File: src/rtl/cpu_control_unit.sv
// Fetch/decode/execute sequencer for the 4-bit CPU: PC, IR and ACC.
// Optional single-step mode (STEP input, PAUSE state) under CTRL_SINGLE_STEP_EN.
module cpu_control_unit #(
  parameter int PC_W   = 4,
  parameter int DATA_W = 4
) (
  input  logic              CLK,
  input  logic              RST,
  input  logic              START,
`ifdef CTRL_SINGLE_STEP_EN
  input  logic              STEP,
`endif
  input  logic [7:0]        INSTR,
  output logic [PC_W-1:0]   PC,
  output logic [3:0]        MEM_ADDR,
  output logic              MEM_WE,
  output logic [DATA_W-1:0] MEM_WDATA,
  output logic [2:0]        ALU_OP,
  input  logic [DATA_W-1:0] ALU_X,
  output logic [DATA_W-1:0] ACC,
  output logic              BUSY,
  output logic              HALTED
);

`ifdef CTRL_SINGLE_STEP_EN
  typedef enum logic [2:0] {
    S_IDLE, S_FETCH, S_DECODE, S_EXEC, S_HALT, S_PAUSE
  } state_t;
`else
  typedef enum logic [2:0] {
    S_IDLE, S_FETCH, S_DECODE, S_EXEC, S_HALT
  } state_t;
`endif

  localparam logic [PC_W-1:0] PC_ONE = {{(PC_W-1){1'b0}}, 1'b1};

  state_t              r_state;
  state_t              w_next;
  logic [PC_W-1:0]     r_pc;
  logic [PC_W-1:0]     w_pc_next;
  logic [7:0]          r_ir;
  logic [DATA_W-1:0]   r_acc;
  logic [DATA_W-1:0]   w_acc_next;
  logic [3:0]          w_opc;
  logic [3:0]          w_opnd;
  logic [PC_W-1:0]     w_opnd_pc;
  logic [DATA_W-1:0]   w_opnd_d;
  logic                w_we;
  logic [2:0]          w_alu_op;

  assign w_opc     = r_ir[7:4];
  assign w_opnd    = r_ir[3:0];
  assign w_opnd_pc = PC_W'(w_opnd);
  assign w_opnd_d  = DATA_W'(w_opnd);

  always_comb begin
    w_next     = r_state;
    w_pc_next  = r_pc;
    w_acc_next = r_acc;
    w_we       = 1'b0;
    w_alu_op   = 3'b000;
    case (r_state)
      S_IDLE:   if (START) w_next = S_FETCH;
      S_FETCH:  w_next = S_DECODE;
      S_DECODE: w_next = S_EXEC;
      S_EXEC: begin
`ifdef CTRL_SINGLE_STEP_EN
        w_next = S_PAUSE;
`else
        w_next = S_FETCH;
`endif
        w_pc_next = r_pc + PC_ONE;
        if (!w_opc[3]) begin
          w_alu_op   = w_opc[2:0];
          w_acc_next = ALU_X;
        end else begin
          case (w_opc)
            4'h8: w_acc_next = w_opnd_d;
            4'h9: w_we = 1'b1;
            4'hA: w_pc_next = w_opnd_pc;
            4'hB: if (r_acc == '0) w_pc_next = w_opnd_pc;
            4'hF: begin
              w_pc_next = r_pc;
              w_next    = S_HALT;
            end
            default: ;
          endcase
        end
      end
      S_HALT: ;
`ifdef CTRL_SINGLE_STEP_EN
      S_PAUSE: if (STEP) w_next = S_FETCH;
`endif
      default: w_next = S_IDLE;
    endcase
  end

  always_ff @(posedge CLK or posedge RST) begin
    if (RST) begin
      r_state <= S_IDLE;
      r_pc    <= '0;
      r_ir    <= '0;
      r_acc   <= '0;
    end else begin
      r_state <= w_next;
      r_pc    <= w_pc_next;
      r_acc   <= w_acc_next;
      if (r_state == S_FETCH) r_ir <= INSTR;
    end
  end

  // Data address is only presented while the operand is live.
  assign MEM_ADDR  = (r_state == S_DECODE || r_state == S_EXEC)
                     ? w_opnd : 4'h0;
  assign MEM_WE    = w_we;
  assign MEM_WDATA = r_acc;
  assign ALU_OP    = w_alu_op;
  assign PC        = r_pc;
  assign ACC       = r_acc;
  assign BUSY      = (r_state == S_FETCH) || (r_state == S_DECODE)
                     || (r_state == S_EXEC);
  assign HALTED    = (r_state == S_HALT);

endmodule

File: config.mk
export PLATFORM = sky130hd
export DESIGN_NAME = cpu_control_unit
export DESIGN_NICKNAME = d
export VERILOG_FILES = /design/src/rtl/cpu_control_unit.sv
export SDC_FILE = /design/constraint.sdc
export NUM_CORES = 1
export LEC_CHECK = 0
export CORE_ASPECT_RATIO = 1.2
export CORE_MARGIN = 3
export CORE_UTILIZATION = 43
export CTS_CLUSTER_SIZE = 16
export DETAILED_ROUTE_END_ITERATION = 6
export PLACE_DENSITY = 0.85
export SLEW_MARGIN = 10
export SYNTH_ARGS = -nofsm -noshare
export SYNTH_HDL_FRONTEND = slang
export SYNTH_SLANG_ARGS = --single-unit
File: constraint.sdc
create_clock -name CLK -period 1.9 [get_ports CLK]
set_clock_uncertainty 0.1 [all_clocks]
set_input_delay 0.38 -clock CLK [delete_from_list [all_inputs] [get_ports CLK]]
set_output_delay 0.38 -clock CLK [all_outputs]
set_load 0.005 [all_outputs]
==> results.yml <==
outcome:
  status: "completed"
synth:
  yosys.area_share.simple_pct: 20.1
  synth.distinct_cells: 28
  async_reset_ff_share_pct: 100
  synth_ff_type: "dfrtp_1"
  netlist_area_um2: 1010
  syn_area_per_cell_um2: 10.2
  yosysMostFrequentCell: "dfrtp_1"
  yosysWarnings: 0
  ys_seq_elements: 19
  syn_inst: 99
  synth_mux_area_share_pct: 12.8
  syn_nets: 115
  synth_compound_gate_area_share_pct: 10.2
  synth_top_area_share_pct: 47.3
  synthTopCellsByCount: "dfrtp_1 (19), nand2_1 (10)"
  synth_edf_count: 0
  seq_area_frac_synth_pct: 47.3
  synth.top_cells.by_area: "dfrtp_1 (47%), mux2_2 (7.8%), mux2i_1 (5.0%)"
  synth_xor_xnor_area_share_pct: 0.871
  synth_top_family_by_area: "simple AND/OR/NAND/NOR gates"
  yosys.area.top_type: "dfrtp_1"
  synthAdderAreaFrac_pct: 1.24
floorplan:
  die_w_um: 50.2
  num_rows: 18
  io_pins: 37
  die_h_um: 59.0
  dieArea_um2: 2960
  initial_core_util_pct: 47.0
  design.core.area_um2: 2140
drt:
  wl_per_cell_um: 14.2
  wl_met3_um: 135
  vias: 867
  routed_wl_um: 2420
  top_layer: "met4"
  dr.first_iter.drc_count: 18
  vias_per_cell: 5.10
  dr_wl_met2_um: 1320
  drc: 0
  ant_nets: 0
  dr.pass1.iters: 4
  m1WireLength_um: 921
grt:
  antenna_found_initial: 0
  grt_pass1_wl_um: 3930
  gr-total-overflow: 0
  grt_start_max_net_pins: 20
  grt_pass1_vias: 869
  grtUsageTotal_pct: 17.6
clock_network:
  cts_buffer_depth: 2
  ctsHoldBuffers: 0
  cts_tree: "yes"
  cts_sinks: 19
  cts_root_buf: "clkbuf_4"
  clock_latency_ns: 0.28
  cts-buffers-inserted: 3
  h-tree-depth: 1
  cts.clk_slew.worst_paths_ns: 0.10
timing:
  max_slew_margin_pct: 78.4
  hold_viol: 0
  clock.fmax_mhz: 543
  rsz0062_at_grt: "true"
  final-setup-viol-count: 0
  hold_ws_ns: 0.312
  fin_crit_sh_pct: 96.9
  tightest_slew_ns: 0.319
  final_max_slew_viol_count: 0
  min_period_ns: 1.84
pwr:
  p_leak_uw: 0.000635
  powerDensity_nw_per_um2: 1630
  peakVddDrop_uv: 907
  power_uw: 2350
hold_path:
  min_path_type: "in2async"
setup_path:
  r2r-start: "ACC[1]$_DFFE_PP0P_"
  reg2reg_slack_ns: 0.20
  endpoint: "ALU_OP[2]"
  crit_arrival_ns: 1.36
  startpoint_type: "flip-flop"
  r2r-end: "PC[3]$_DFFE_PP0P_"
  crit_path_start: "r_state[2]$_DFFE_PP0P_"
  critPathMaxFanout: 5
  criticalPathCategory: "reg2out"
  end_kind: "output port"
  ff2ff_path_depth: 4
  required_ns: 1.42
placed_design:
  place_congestion: 0.814
  placed_cell_area_um2: 1400
  io_buffers: 36
  dp_hpwl_um: 1790
final_layout:
  fin_nets: 157
  design_area_um2: 1440
  syn2layout_area_growth_pct: 43.3
  drive_above_1_share_pct: 26.4
  n_antenna_cell: 0
  fill_cells: 166
  post-route-util_pct: 67.4
flow_run:
  maxCapViolations: 0
==> what timing repair did <==
item / CTS / global route
gates resized for setup: 23 / 18
endpoints found under the setup margin: 10 / 11
pin swaps: 4 / 4
setup buffers: 1 / 0
==> critical path: stages (launching register included) <==
cell	delay, ns
dfrtp_1	0.39
and2b_4	0.27
nand2_4	0.08
nor3b_2	0.20
buf_2	0.14
==> cell families after synthesis <==
group,after synthesis
AO/OA/AOI/OAI,17
XOR/XNOR,1
adder cells (fa/ha/maj),1
buffers and inverters,12
flip-flops,19
multiplexers,12
AND/OR/NAND/NOR,37
==> power by group <==
part | internal [uW] | switching (uW) | total, uW
combinational | 757 | 561 | 1320
clock | 81.4 | 109 | 190
sequential | 609 | 236 | 845
==> how the worst min path moves through the flow <==
stage,start,end,slack (ns),depth (start not counted)
finish,RST,PC[3]$_DFFE_PP0P_,0.31,3
global route,RST,r_ir[1]$_DFFE_PP0P_,0.35,3
CTS,RST,r_ir[1]$_DFFE_PP0P_,0.31,3
detailed placement,ACC[1]$_DFFE_PP0P_,ACC[1]$_DFFE_PP0P_,0.43,2
global placement,ACC[2]$_DFFE_PP0P_,ACC[2]$_DFFE_PP0P_,0.41,2
floorplan,RST,ACC[0]$_DFFE_PP0P_,0.23,1
==> per-layer routing <==
metal  vias to the layer above  global-route usage, %
met2                        28                   32.5
met4                         0                   8.70
met1                       406                   19.2
li1                        429                      -
met5                         -                      0
met3                         4                   3.27
==> area by class of cell <==
type	count	area, um^2	share of cell area (%)
Multi-Input combinational cell	68	497	34.5
Sequential cell	19	477	33.1
Timing Repair Buffer	45	389	27.0
Tap cell	30	37.5	2.60
Clock buffer	4	26.3	1.82
Inverter	4	15.0	1.04
==> per-stage QoR <==
step	setup slack [ns]	instances	setup TNS (ns)
floorplan	0.349	99	0
global placement	-0.0418	165	-0.0418
detailed placement	-0.0825	165	-0.245
CTS	-0.00721	170	-0.0133
global route	-0.00258	170	-0.00258
finish	0.0583	170	0
==> sequential cells by signal, indices dropped and copies added (netlist names) <==
register / flops
r_ir: 8
ACC: 4
PC: 4
r_state: 3
==> layout by cell type (no fill, tap or decap), types with 4 or more instances in the layout <==
cell type         n
clkdlybuf4s50_1  26
dfrtp_1          18
clkbuf_2          4
mux2i_1           5
nor2_1            6
nand2_1           9
buf_2             4
buf_4             8
and2_1            7
o21ai_0           7
nor3b_2           4
inv_1             4
a21oi_1           4
mux2_2            7
(Power assumes the default switching activity.)
